==> config.mk <==
export PLATFORM = sky130hd
export DESIGN_NAME = mole_scheduler
export DESIGN_NICKNAME = d
export VERILOG_FILES = /design/src/rtl/mole_scheduler_pkg.sv /design/src/rtl/mole_lfsr16.sv /design/src/rtl/mole_scheduler.sv
export SDC_FILE = /design/constraint.sdc
export NUM_CORES = 1
export LEC_CHECK = 0
export BUFFER_PORTS_ARGS = -buffer_cell sky130_fd_sc_hd__buf_2
export CORE_MARGIN = 3
export CORE_UTILIZATION = 52
export DETAILED_ROUTE_END_ITERATION = 12
export PLACE_DENSITY_LB_ADDON = 0.3
export SLEW_MARGIN = 10
export SYNTH_ARGS = -nofsm -noshare
export SYNTH_HDL_FRONTEND = slang
export SYNTH_HIERARCHICAL = 1
export SYNTH_SLANG_ARGS = --single-unit
==> constraint.sdc <==
create_clock -name master_clk -period 2.2 [get_ports master_clk]
set_clock_uncertainty 0.15 [all_clocks]
set_input_delay 0.11 -clock master_clk [delete_from_list [all_inputs] [get_ports master_clk]]
set_output_delay 0.11 -clock master_clk [all_outputs]
set_load 0.05 [all_outputs]
==> src/rtl/mole_scheduler_pkg.sv <==
// Shared definitions for the whack-a-mole round sequencer:
// FSM state codes, LFSR feedback taps, default seed and a feedback helper.
package mole_scheduler_pkg;

    localparam logic [1:0] ST_IDLE = 2'd0;
    localparam logic [1:0] ST_GAP  = 2'd1;
    localparam logic [1:0] ST_UP   = 2'd2;
    localparam logic [1:0] ST_OVER = 2'd3;

    // x^16 + x^14 + x^13 + x^11 + 1 -> register bits 15, 13, 12, 10
    localparam logic [15:0] LFSR_TAPS     = 16'hB400;
    localparam logic [15:0] LFSR_SEED_DEF = 16'hACE1;

    function automatic logic lfsr_fb(input logic [15:0] q);
        return ^(q & LFSR_TAPS);
    endfunction

endpackage

==> src/rtl/mole_lfsr16.sv <==
// 16-bit maximal-length Fibonacci LFSR, advancing every clock.
// Ports: clk (clock), rst (sync active-low reset), q (current state, never 0).
import mole_scheduler_pkg::*;

module mole_lfsr16 #(
    parameter logic [15:0] SEED = LFSR_SEED_DEF
) (
    input  logic        clk,
    input  logic        rst,
    output logic [15:0] q
);

    always_ff @(posedge clk) begin
        if (!rst) begin
            q <= SEED;
        end else begin
            q <= {q[14:0], lfsr_fb(q)};
        end
    end

endmodule

==> src/rtl/mole_scheduler.sv <==
// Whack-a-mole round sequencer: raises one mole at a time, times it out,
// judges presses and keeps score/misses/moles_left.
// Ports: master_clk, rst (sync active-low), tick_lvl (game tick level),
//   start (pulse), btn_hit (press pulses) -> mole_onehot, score, misses,
//   moles_left, busy, game_over.
import mole_scheduler_pkg::*;

module mole_scheduler #(
    parameter int          NUM_HOLES   = 4,
    parameter int          UP_TICKS    = 400,
    parameter int          GAP_TICKS   = 100,
    parameter int          ROUND_MOLES = 20,
    parameter int          SCORE_W     = 8,
    parameter logic [15:0] LFSR_SEED   = LFSR_SEED_DEF
) (
    input  logic                 master_clk,
    input  logic                 rst,
    input  logic                 tick_lvl,
    input  logic                 start,
    input  logic [NUM_HOLES-1:0] btn_hit,
    output logic [NUM_HOLES-1:0] mole_onehot,
    output logic [SCORE_W-1:0]   score,
    output logic [SCORE_W-1:0]   misses,
    output logic [7:0]           moles_left,
    output logic                 busy,
    output logic                 game_over
);

    localparam int TMAX    = (UP_TICKS > GAP_TICKS) ? UP_TICKS : GAP_TICKS;
    localparam int TIMER_W = $clog2(TMAX + 1);
    localparam int HOLE_W  = $clog2(NUM_HOLES);

    localparam logic [TIMER_W-1:0] GAP_LAST = TIMER_W'(GAP_TICKS - 1);
    localparam logic [TIMER_W-1:0] UP_LAST  = TIMER_W'(UP_TICKS - 1);
    localparam logic [HOLE_W-1:0]  HOLE_TOP = HOLE_W'(NUM_HOLES - 1);
    localparam logic [SCORE_W-1:0] CNT_MAX  = '1;

    logic [1:0]         state;
    logic               tick_q;
    logic               tick_p;
    logic [TIMER_W-1:0] timer;
    logic [15:0]        lfsr_q;
    logic [7:0]         hole_mod;
    logic [HOLE_W-1:0]  hole_raw;
    logic [HOLE_W-1:0]  hole_use;
    logic [HOLE_W-1:0]  prev_hole;
    logic               gap_done;
    logic               up_done;
    logic               hit_ok;
    logic               hit_bad;
    logic               last_mole;
    logic               unused_bits;

    mole_lfsr16 #(
        .SEED (LFSR_SEED)
    ) u_lfsr (
        .clk (master_clk),
        .rst (rst),
        .q   (lfsr_q)
    );

    assign tick_p    = tick_lvl & ~tick_q;
    assign gap_done  = tick_p && (timer == GAP_LAST);
    assign up_done   = tick_p && (timer == UP_LAST);
    assign hit_ok    = |(btn_hit & mole_onehot);
    assign hit_bad   = |(btn_hit & ~mole_onehot);
    assign last_mole = (moles_left <= 8'd1);

    assign hole_mod  = lfsr_q[7:0] % 8'(NUM_HOLES);
    assign hole_raw  = hole_mod[HOLE_W-1:0];

    // Upper LFSR bits and modulo headroom are intentionally not used.
    assign unused_bits = ^{lfsr_q[15:8], hole_mod};

    // Never repeat the previous hole: bump to the next one, wrapping.
    always_comb begin
        hole_use = hole_raw;
        if (hole_raw == prev_hole) begin
            hole_use = (hole_raw == HOLE_TOP) ? '0 : hole_raw + HOLE_W'(1);
        end
    end

    assign busy      = (state == ST_GAP) || (state == ST_UP);
    assign game_over = (state == ST_OVER);

    always_ff @(posedge master_clk) begin
        if (!rst) begin
            state       <= ST_IDLE;
            tick_q      <= 1'b0;
            timer       <= '0;
            prev_hole   <= '0;
            mole_onehot <= '0;
            score       <= '0;
            misses      <= '0;
            moles_left  <= '0;
        end else begin
            tick_q <= tick_lvl;
            unique case (state)
                ST_IDLE, ST_OVER: begin
                    if (start) begin
                        state       <= ST_GAP;
                        score       <= '0;
                        misses      <= '0;
                        moles_left  <= 8'(ROUND_MOLES);
                        timer       <= '0;
                        mole_onehot <= '0;
                    end
                end
                ST_GAP: begin
                    if (gap_done) begin
                        state       <= ST_UP;
                        timer       <= '0;
                        prev_hole   <= hole_use;
                        mole_onehot <= NUM_HOLES'(1) << hole_use;
                    end else if (tick_p) begin
                        timer <= timer + TIMER_W'(1);
                    end
                end
                ST_UP: begin
                    // A correct press beats both timeout and wrong presses.
                    if (hit_ok || up_done) begin
                        if (hit_ok) begin
                            if (score != CNT_MAX) begin
                                score <= score + SCORE_W'(1);
                            end
                        end else if (misses != CNT_MAX) begin
                            misses <= misses + SCORE_W'(1);
                        end
                        if (moles_left != 8'd0) begin
                            moles_left <= moles_left - 8'd1;
                        end
                        mole_onehot <= '0;
                        timer       <= '0;
                        state       <= last_mole ? ST_OVER : ST_GAP;
                    end else begin
                        if (hit_bad && misses != CNT_MAX) begin
                            misses <= misses + SCORE_W'(1);
                        end
                        if (tick_p) begin
                            timer <= timer + TIMER_W'(1);
                        end
                    end
                end
                default: state <= ST_IDLE;
            endcase
        end
    end

endmodule

==> impl_results.md, run 1 <==
- R2R Path Start: timer[4]
- Achievable Freq: 471.1 MHz
- Data arrival time of the critical path: 2.19 ns
- Synthesized area: 2900 um2
- Clock Root Buffer: clkbuf_8
- Maximum fanout along the worst path: 9
- Final design area excluding fillers: 3557 um2
- # diodes: 0
- Rel. slew slack: 68.37%
- Final period utilization: 96.49%
- Clk pwr share: 40.5%
- Crit Path Class: register to register
- Int Pwr: 0.001938 W
- Post-synth EDFFs: 0
- DIE WIDTH: 80.68 um
- Detailed Route Iter0 Violations: 157
- Final RePlAce weighted congestion: 0.8626
- Antenna violations before repair: 0
- R2R depth: 6
- Sw power: 0.0008459 W
- Largest net degree at the start of global routing: 25
- Layout cells sized above 1: 25.97%
- Initial core utilization: 55.38%
- Seq/Total Area, Yosys: 40.03%
- IO buf count: 37
- CP Launch Type: register
- Net count, final: 398
- Type of the most critical hold path: input pin to register
- H-tree level count: 3
- Endpoint, Worst Hold: misses[7]
- Worst-Margin Slew: 0.4732 ns
- Vias in the first global route: 2329
- Hold Path Depth: 4
- Post-synth top area cell: dfxtp_1
- Setup violations, final: 0
- Total track usage: 21.21%
- DRC violations left: 0
- Final Hold Viols: 0
- TNS Setup: 0 ns
- Mapped Cells: 319
- Min Hold Slack: 0.07104 ns
- Std-Cell Rows: 26
- MaxCap Viol Count: 0
- Hold Crit Start: start
- Reg2reg end: mole_onehot[0]
- Post-route minimum period: 2.123 ns
- Drt first pass iters: 4
- Count of pins on the block boundary: 38
- Maximum vdd drop: 0.5389 mV
- #FFs+latches synth: 58
- Detailed-route via count: 2606
- Wire per inst: 14.11 um
- Synth top area cells: dfxtp_1 (40%), ha_1 (4.3%), nand2_1 (3.4%), xor2_1 (3.0%), and2_1 (2.6%)
- Netlist cell types: 64
- Lkg Pwr: 1.463 nW
- Area growth syn-to-layout: 22.65%
- Sink Count: 58
- CTS Buf Count: 9
- Slew Viols, Final: 0
- Sw frac: 30.39%
- Dpl hpwl: 4544 um
- Clock tree buffer depth: 2
- Dpl cell area: 3277 um2
- CP Capture Type: register
- Required @ worst endpoint: 2.26 ns
- Async S/R FF share, synth: 0%
- Synth top area share: 40.03%
- WL final: 6418 um
- Mapped Nets: 337
- Area of the core: 5238 um2
- Synth Area per Inst: 9.092 um2
- Chip height: 80.68 um
- R2R setup slack: 0.08 ns
- First-pass GRT wire length: 10700 um
- Top FF cell, synth: dfxtp_1
- Post-CTS Setup Bufs: 0
- CTS clk-pin slew, worst paths: 0.08 ns
- GRT overflow: 0
- Outcome: finished clean
- Ys Warns: 6
- Combinational power share: 18.4%
- DRT antenna net count: 0
- Seq pwr share: 41.1%
- RSZ-0062 raised after global routing: yes
- CTS tree: done
- Die Footprint: 6509 um2
- Pwr dens: 782.6 nW/um2
- Clk_lat worst skew: 0.34 ns
- DR vias/cell: 5.727
## worst max-delay path, stage by stage (launching register included)
cell	delay, ns
dfxtp_1	0.39
nor4_1	0.33
buf_4	0.19
a31oi_1	0.07
a211o_1	0.28
buf_4	0.17
o41ai_1	0.41
## synthesized netlist by cell type (all sizes together), types with 2 or more instances
cell type	count
nor2	15
and4	3
o41ai	3
o21ai	12
nor3	7
nand3	15
mux2i	5
buf	5
a21boi	6
nand2b	9
xnor2	4
nand3b	3
a21o	2
a21oi	11
o32ai	4
and2	13
or4	2
and3	8
o2111ai	2
nand2	26
or3	6
a41oi	2
a22oi	2
ha	10
nor2b	8
inv	17
nand4	5
a31oi	8
a2111oi	2
nor4	2
dfxtp	58
o211ai	7
mux2	3
xor2	10
clkbuf	3
## power groups by stage
stage               registers, W  logic, W  clock network, W
global placement         0.00117  0.000485                 0
finish                   0.00115  0.000512           0.00113
floorplan                0.00124  0.000289                 0
CTS                      0.00115  0.000502           0.00113
global route             0.00115  0.000568           0.00118
detailed placement       0.00117  0.000494                 0
## metrics by stage
stage               util (%)  cells  total power (W)  setup slack (ns)
CTS                    67.27    455         0.002782           0.04722
global route           67.92    455         0.002904          -0.02273
detailed placement     62.57    437         0.001663           0.06592
finish                 67.92    455         0.002784           0.07730
floorplan                  -    319         0.001533           0.01701
global placement       62.57    437         0.001653            0.1087
## logic make-up (layout without fill, tap and decap cells)
logic type               after synthesis  count (layout)  share of synthesized area (%)
flip-flops                            58              58                          40.03
XOR/XNOR                              14              14                          4.228
AO/OA/AOI/OAI                         74              74                          18.34
AND/OR/NAND/NOR                      130             130                          25.93
adder cells (fa/ha/maj)               10              10                          4.314
buffers and inverters                 25              91                          4.271
multiplexers                           8               8                          2.890
## layer usage
layer / vias up / wire length [um] / GRT usage (%)
li1: 1299 / - / -
met2: 61 / 2964 / 33.28
met3: 10 / 297 / 4.709
met4: 0 / 108 / 9.628
met5: - / 0 / 0
met1: 1236 / 3048 / 27.66
## repair_timing
item | in CTS | in global routing
endpoints found under the hold margin | 3 | 0
resized for setup | 0 | 8
endpoints found under the setup margin | 0 | 10
hold buffers | 2 | 0
## worst max-delay path by stage
stage	startpoint	to	slack (ns)	cells after the start
6_report	timer[4]	mole_onehot[0]	0.08	6
5_1_grt	timer[4]	misses[6]	-0.02	5
4_1_cts	state[0]	moles_left[5]	0.05	7
3_5_place_dp	state[0]	moles_left[5]	0.07	7
3_3_place_gp	state[0]	moles_left[5]	0.11	7
2_1_floorplan	score[0]	score[5]	0.02	6
## cell type report
type | count | area, um2
fillers | 429 | 1680
multi-input cells | 236 | 1659
flip-flops and latches | 58 | 1169
repair buffers | 58 | 347.8
clock buffers | 9 | 123.9
clock inverters | 7 | 102.6
well taps | 70 | 87.58
inverters | 17 | 67.56
## cells in the final DEF (no fill, tap or decap), types with 10 or more instances in the layout
cell type,n
nand3_1,15
nand2_1,25
buf_4,19
inv_1,16
xor2_1,10
and2_1,12
buf_2,37
a21oi_1,11
nor2_1,15
dfxtp_1,52
## registers in the layout, summed over array words and instances, names as in the netlist, 2 cells and up
register     count
misses           8
mole_onehot      4
moles_left       8
prev_hole        2
score            8
state            2
timer            9
u_lfsr/q        16
(Power assumes the default switching activity.)
==> run 2, diff against run 1 <==
--- a/config.mk
+++ b/config.mk
@@ -9,7 +9,7 @@
 export CORE_MARGIN = 3
 export CORE_UTILIZATION = 52
 export DETAILED_ROUTE_END_ITERATION = 12
-export PLACE_DENSITY_LB_ADDON = 0.3
+export PLACE_DENSITY_LB_ADDON = 0.1
 export SLEW_MARGIN = 10
 export SYNTH_ARGS = -nofsm -noshare
 export SYNTH_HDL_FRONTEND = slang
==> run 2 against run 1 <==
Net effect:
- non-clock buffer count up 3
- setup slack better by 0.018 ns
- count of clock-buffer cells in the layout up 1
- wire length up 1.2%
- largest power group unchanged
- highest routed layer unchanged
==> impl_results.md, run 2 (synthesis results as in run 1) <==
- Worst path bufs/invs: 0 (was 2)
- DIE WIDTH: 80.68 um (unchanged)
- Detailed Route Iter0 Violations: 180 (was 157)
- Dpl cell area: 3292 um2 (was 3277 um2)
- Top flop regs: u_lfsr/q (16), timer (9) (unchanged)
- First-pass GRT wire length: 11270 um (was 10700 um)
- Count of pins on the block boundary: 38 (unchanged)
- Clock tree buffer depth: 2 (unchanged)
- CTS clk-pin slew, worst paths: 0.06 ns (was 0.08 ns)
- Maximum fanout along the worst path: 7 (was 9)
- Chip height: 80.68 um (unchanged)
- Final design area excluding fillers: 3530 um2 (was 3557 um2)
- Wire per inst: 14.18 um (was 14.11 um)
- Max reg flops: 16 (unchanged)
- DR vias/cell: 5.712 (was 5.727)
- CP delay by family, top: simple AND/OR/NAND/NOR gates (was compound AO/OA/AOI/OAI gates)
- R2R Path Start: timer[6] (was timer[4])
- TNS Setup: 0 ns (unchanged)
- Maximum vdd drop: 0.5703 mV (was 0.5389 mV)
- CP Capture Type: register (unchanged)
- Clock Root Buffer: clkbuf_8 (unchanged)
- GRT overflow: 0 (unchanged)
- R2R depth: 5 (was 6)
- Crit path from: timer[6] (was timer[4])
- Fin cells: 458 (was 455)
- Filler cells: 438 (was 429)
- Register with the most flip-flops: u_lfsr/q (unchanged)
- Final period utilization: 95.66% (was 96.49%)
- Cells after DPL: 439 (was 437)
- Pwr dens: 720.5 nW/um2 (was 782.6 nW/um2)
- Hold Path Depth: 4 (unchanged)
- Power Total: 0.002543 W (was 0.002784 W)
- H-tree level count: 3 (unchanged)
- Min Hold Slack: 0.1078 ns (was 0.07104 ns)
- Worst path slowest cell: or4b_1 (was o41ai_1)
- Sink Count: 58 (unchanged)
- Crit path cell chain: nor4b_4 -> nand4_4 -> a211o_1 -> or4b_1 -> a21boi_1 (was nor4_1 -> buf_4 -> a31oi_1 -> a211o_1 -> buf_4 -> o41ai_1)
- Outcome: finished clean (unchanged)
- Setup violations, final: 0 (unchanged)
- Vias in the first global route: 2480 (was 2329)
- Die Footprint: 6509 um2 (unchanged)
- Layout cells sized above 1: 26.29% (was 25.97%)
- Clk_lat worst skew: 0.33 ns (was 0.34 ns)
- CTS Buf Count: 9 (unchanged)
- Antenna violations before repair: 0 (unchanged)
- Detailed-route via count: 2616 (was 2606)
- Final RePlAce weighted congestion: 0.8146 (was 0.8626)
- WL final: 6494 um (was 6418 um)
- Crit Path Class: register to register (unchanged)
- Total track usage: 22.05% (was 21.21%)
- Slew Viols, Final: 0 (unchanged)
- R2R setup slack: 0.1 ns (was 0.08 ns)
- Most frequent cells in the layout: dfxtp_1 (50), buf_2 (37), nand2_1 (26) (was dfxtp_1 (52), buf_2 (37), nand2_1 (25))
- Hold Crit Start: start (unchanged)
- Drt first pass iters: 4 (unchanged)
- Final Hold Viols: 0 (unchanged)
- Area of the core: 5238 um2 (unchanged)
- MaxCap Viol Count: 0 (unchanged)
- Required @ worst endpoint: 2.31 ns (was 2.26 ns)
- CTS tree: done (unchanged)
- Max stage delay on crit path: 0.50 ns (was 0.41 ns)
- Achievable Freq: 475.2 MHz (was 471.1 MHz)
- DRT antenna net count: 0 (unchanged)
- # diodes: 0 (unchanged)
- Data arrival time of the critical path: 2.21 ns (was 2.19 ns)
- DRC violations left: 0 (unchanged)
- Commonest non-fill, non-tap cell in the layout: dfxtp_1 (unchanged)
- CP Launch Type: register (unchanged)
- Dpl hpwl: 4739 um (was 4544 um)
- RSZ-0062 raised after global routing: yes (unchanged)
- Std-Cell Rows: 26 (unchanged)
- Type of the most critical hold path: input pin to register (unchanged)
- Post-route minimum period: 2.104 ns (was 2.123 ns)
- Reg2reg end: mole_onehot[1] (was mole_onehot[0])
- Worst-Margin Slew: 0.5016 ns (was 0.4732 ns)
- Lkg Pwr: 1.454 nW (was 1.463 nW)
- Area growth syn-to-layout: 21.70% (was 22.65%)
- IO buf count: 37 (unchanged)
- Net count, final: 401 (was 398)
- Rel. slew slack: 66.34% (was 68.37%)
- Largest net degree at the start of global routing: 47 (was 25)
- Endpoint, Worst Hold: misses[7] (unchanged)
- Initial core utilization: 55.38% (unchanged)
[run 2: changes by cell type in the layout (fill, tap and decap cells not counted), moves of 2 or more]
cell       delta
buf_4         +3
bufinv_16     -2
clkinv_2      +2
dfxtp_1       -2
dfxtp_2       +2
o21ai_1       +2
o21ai_2       -2
[run 2: power by group]
part	internal (W)	total [W]	switching (W)	leakage, nW
sequential	0.00110	0.00115	0.0000464	0.478
clock	0.000438	0.000870	0.000433	0.0882
combinational	0.000200	0.000525	0.000325	0.888
total	0.00174	0.00254	0.000804	1.45
[run 2: worst register-to-register path, cell delays in order, from the launching register on]
cell,delay [ns]
dfxtp_1,0.35
nor4b_4,0.38
nand4_4,0.20
a211o_1,0.31
or4b_1,0.50
a21boi_1,0.15
[run 2: worst max-delay path by stage]
stage	end	slack (ns)	cells past startpoint
3_3_place_gp	misses[7]	0.12	5
5_1_grt	mole_onehot[1]	-0.03	5
4_1_cts	mole_onehot[1]	0.009	5
2_1_floorplan	score[5]	0.02	6
3_5_place_dp	misses[7]	0.02	5
6_report	mole_onehot[1]	0.1	5
[run 2: area by class of cell]
type                    instances  area [um2]  share of cell area (%)
clock buffers                  10       137.6                   3.899
clock inverters                 6       42.54                   1.205
inverters                      17       67.56                   1.914
multi-input cells             236        1653                   46.83
flip-flops and latches         58        1171                   33.18
well taps                      70       87.58                   2.481
repair buffers                 61       370.4                   10.49
[run 2: routing by layer]
metal / track usage, % / routed length [um] / vias to the layer above
met1: 29.82 / 3190 / 1245
li1: - / - / 1302
met3: 4.484 / 242 / 10
met2: 33.61 / 2956 / 59
met4: 9.966 / 105 / 0
met5: 0 / 0 / -
[run 2: repair_timing]
action	4_1_cts	5_1_grt
hold buffers	2	0
setup buffers	0	1
gates resized for setup	2	5
hold endpoints to repair	3	0
setup endpoints to repair	1	10
pin swaps	0	2
gates cloned	0	0
[run 2: metrics by stage]
stage | worst slack (ns) | utilization, %
6_report | 0.09552 | 67.39
5_1_grt | -0.03450 | 67.39
4_1_cts | 0.008546 | 66.79
3_5_place_dp | 0.01896 | 62.85
3_3_place_gp | 0.1162 | 62.85
2_1_floorplan | 0.01701 | -
==> run 3, diff against run 2 <==
--- a/config.mk
+++ b/config.mk
@@ -7,7 +7,7 @@
 export LEC_CHECK = 0
 export BUFFER_PORTS_ARGS = -buffer_cell sky130_fd_sc_hd__buf_2
 export CORE_MARGIN = 3
-export CORE_UTILIZATION = 52
+export CORE_UTILIZATION = 61
 export DETAILED_ROUTE_END_ITERATION = 12
 export PLACE_DENSITY_LB_ADDON = 0.1
 export SLEW_MARGIN = 10
==> constraint.sdc (replaced) <==
create_clock -name master_clk -period 2.5 [get_ports master_clk]
set_clock_uncertainty 0.15 [all_clocks]
set_input_delay 0.125 -clock master_clk [delete_from_list [all_inputs] [get_ports master_clk]]
set_output_delay 0.125 -clock master_clk [all_outputs]
set_load 0.05 [all_outputs]
==> run 3 against run 2 <==
Net effect:
- global-route usage grew 2.4 points
- via count shrank 4.0%
- sequential power shrank 12%
- cell count fell by 7.0%
- die area is 14% lower
- sequential share of layout area is 1.2 points higher
- setup slack gained 0.15 ns
- design area fell by 4.4%
- largest cell class unchanged
==> impl_results.md, run 3 (synthesis results as in run 1) <==
- Detailed-route via count: 2511 (was 2616)
- IO buf count: 37 (unchanged)
- Combinational power share: 18.0% (was 20.6%)
- Achievable Freq: 443.0 MHz (was 475.2 MHz)
- CTS tree: done (unchanged)
- Worst-Margin Slew: 0.5017 ns (was 0.5016 ns)
- WL final: 6313 um (was 6494 um)
- Crit Path Class: register to register (unchanged)
- CTS clk-pin slew, worst paths: 0.07 ns (was 0.06 ns)
- Area of the core: 4474 um2 (was 5238 um2)
- Layout cells sized above 1: 20.05% (was 26.29%)
- Int Pwr: 0.001597 W (was 0.001739 W)
- R2R depth: 7 (was 5)
- Sw power: 0.0007150 W (was 0.0008038 W)
- Post-CTS Setup Bufs: 0 (unchanged)
- Max stage delay on crit path: 0.47 ns (was 0.50 ns)
- Crit path cell chain: inv_1 -> ha_1 -> mux2_2 -> nand2_1 -> nand2_1 -> or4_1 -> nand2_1 (was nor4b_4 -> nand4_4 -> a211o_1 -> or4b_1 -> a21boi_1)
- Initial core utilization: 64.82% (was 55.38%)
- Largest net degree at the start of global routing: 44 (was 47)
- Register with the most flip-flops: u_lfsr/q (unchanged)
- Top flop regs: u_lfsr/q (16), timer (9) (unchanged)
- Rel. slew slack: 66.33% (was 66.34%)
- Detailed Route Iter0 Violations: 169 (was 180)
- Drt first pass iters: 4 (unchanged)
- Filler cells: 349 (was 438)
- First-pass GRT wire length: 10520 um (was 11270 um)
- Sw frac: 30.92% (was 31.61%)
- Count of pins on the block boundary: 38 (unchanged)
- DRT antenna net count: 0 (unchanged)
- Slew Viols, Final: 0 (unchanged)
- DIE WIDTH: 74.96 um (was 80.68 um)
- Clk_lat worst skew: 0.34 ns (was 0.33 ns)
- DRC violations left: 0 (unchanged)
- Post-CTS resize count: 0 (was 2)
- Type of the most critical hold path: input pin to register (unchanged)
- H-tree level count: 3 (unchanged)
- Hold-fix buffers, CTS: 2 (unchanged)
- CP Launch Type: register (unchanged)
- GRT overflow: 0 (unchanged)
- Wire per inst: 14.82 um (was 14.18 um)
- WL met2: 2872 um (was 2956 um)
- Final period utilization: 90.30% (was 95.66%)
- Setup violations, final: 0 (unchanged)
- DR WL met3: 317 um (was 242 um)
- CTS Buf Count: 9 (unchanged)
- Top layer in use: met4 (unchanged)
- Power Total: 0.002312 W (was 0.002543 W)
- Min Hold Slack: 0.1117 ns (was 0.1078 ns)
- Std-Cell Rows: 24 (was 26)
- Die Footprint: 5618 um2 (was 6509 um2)
- Total track usage: 24.45% (was 22.05%)
- Chip height: 74.96 um (was 80.68 um)
- Fin cells: 426 (was 458)
- Maximum fanout along the worst path: 7 (unchanged)
- Worst path slowest cell: or4_1 (was or4b_1)
- Clock tree buffer depth: 2 (unchanged)
- Vias in the first global route: 2294 (was 2480)
- Cell mode on critical path: nand2_1
- Seq pwr share: 43.7% (was 45.1%)
- Most frequent cells in the layout: dfxtp_1 (58), buf_2 (37), nand2_1 (26) (was dfxtp_1 (50), buf_2 (37), nand2_1 (26))
- Max reg flops: 16 (unchanged)
- Maximum vdd drop: 0.6470 mV (was 0.5703 mV)
- RSZ-0062 raised after global routing: no (was yes)
- Commonest non-fill, non-tap cell in the layout: dfxtp_1 (unchanged)
- Sink Count: 58 (unchanged)
- TNS Setup: 0 ns (unchanged)
- MaxCap Viol Count: 0 (unchanged)
- Clk pwr share: 38.3% (was 34.2%)
- Lkg Pwr: 1.396 nW (was 1.454 nW)
- # diodes: 0 (unchanged)
- Final RePlAce weighted congestion: 0.8297 (was 0.8146)
- Clock Root Buffer: clkbuf_8 (unchanged)
- Outcome: finished clean (unchanged)
- Met1 wire length: 3032 um (was 3190 um)
- Antenna violations before repair: 0 (unchanged)
- Pwr dens: 685.2 nW/um2 (was 720.5 nW/um2)
- Final Hold Viols: 0 (unchanged)
- Area growth syn-to-layout: 16.35% (was 21.70%)
- Cells after DPL: 408 (was 439)
- DR vias/cell: 5.894 (was 5.712)
- Hold Path Depth: 4 (unchanged)
- Dpl hpwl: 4457 um (was 4739 um)
- Post-route minimum period: 2.257 ns (was 2.104 ns)
- Net count, final: 387 (was 401)
- Data arrival time of the critical path: 2.39 ns (was 2.21 ns)
- CP Capture Type: register (unchanged)
- Required @ worst endpoint: 2.63 ns (was 2.31 ns)
run 3: layout make-up:
cell class / instances / area, um2 / share of cell area [%]
Multi-Input combinational cell: 236 / 1615 / 47.87
Tap cell: 52 / 65.06 / 1.928
Clock inverter: 6 / 66.31 / 1.965
Sequential cell: 58 / 1161 / 34.41
Inverter: 17 / 63.81 / 1.891
Timing Repair Buffer: 47 / 265.3 / 7.861
Clock buffer: 10 / 137.6 / 4.079
run 3: worst paths after layout:
path / startpoint / endpoint / slack, ns
worst min register to register: u_lfsr/q[14] / u_lfsr/q[15] / 0.26
worst min-delay path: start / misses[7] / 0.11
worst max register to register: state[0] / moles_left[5] / 0.24
worst max-delay path: state[0] / moles_left[5] / 0.24
run 3: power by group through the flow:
stage	Clock, W	Combinational (W)	Sequential [W]
2_1_floorplan	0	0.000248	0.00109
3_3_place_gp	0	0.000401	0.00103
3_5_place_dp	0	0.000410	0.00103
4_1_cts	0.000898	0.000416	0.00101
5_1_grt	0.000940	0.000460	0.00102
6_report	0.000886	0.000416	0.00101
run 3: routing by layer:
layer | GRT usage [%] | vias up
met5 | 0 | -
met4 | 8.498 | 0
met3 | 8.011 | 9
met2 | 37.14 | 59
met1 | 32.62 | 1173
li1 | - | 1270
run 3: stage by stage:
step	worst slack [ns]	instance area [um2]	utilization (%)
detailed placement	0.2865	3151	70.41
global route	0.07385	3374	75.42
global placement	0.3301	3151	70.41
floorplan	0.01076	2900	-
CTS	0.2487	3374	75.42
finish	0.2426	3374	75.42
run 3: critical path: cells and delay by family (launching register included):
kind	cells	cell delay [ns]
and+or+nand+nor	4	0.73
adders and majority gates	1	0.43
muxes	1	0.42
DFF	1	0.39
buffers and inverters	1	0.08
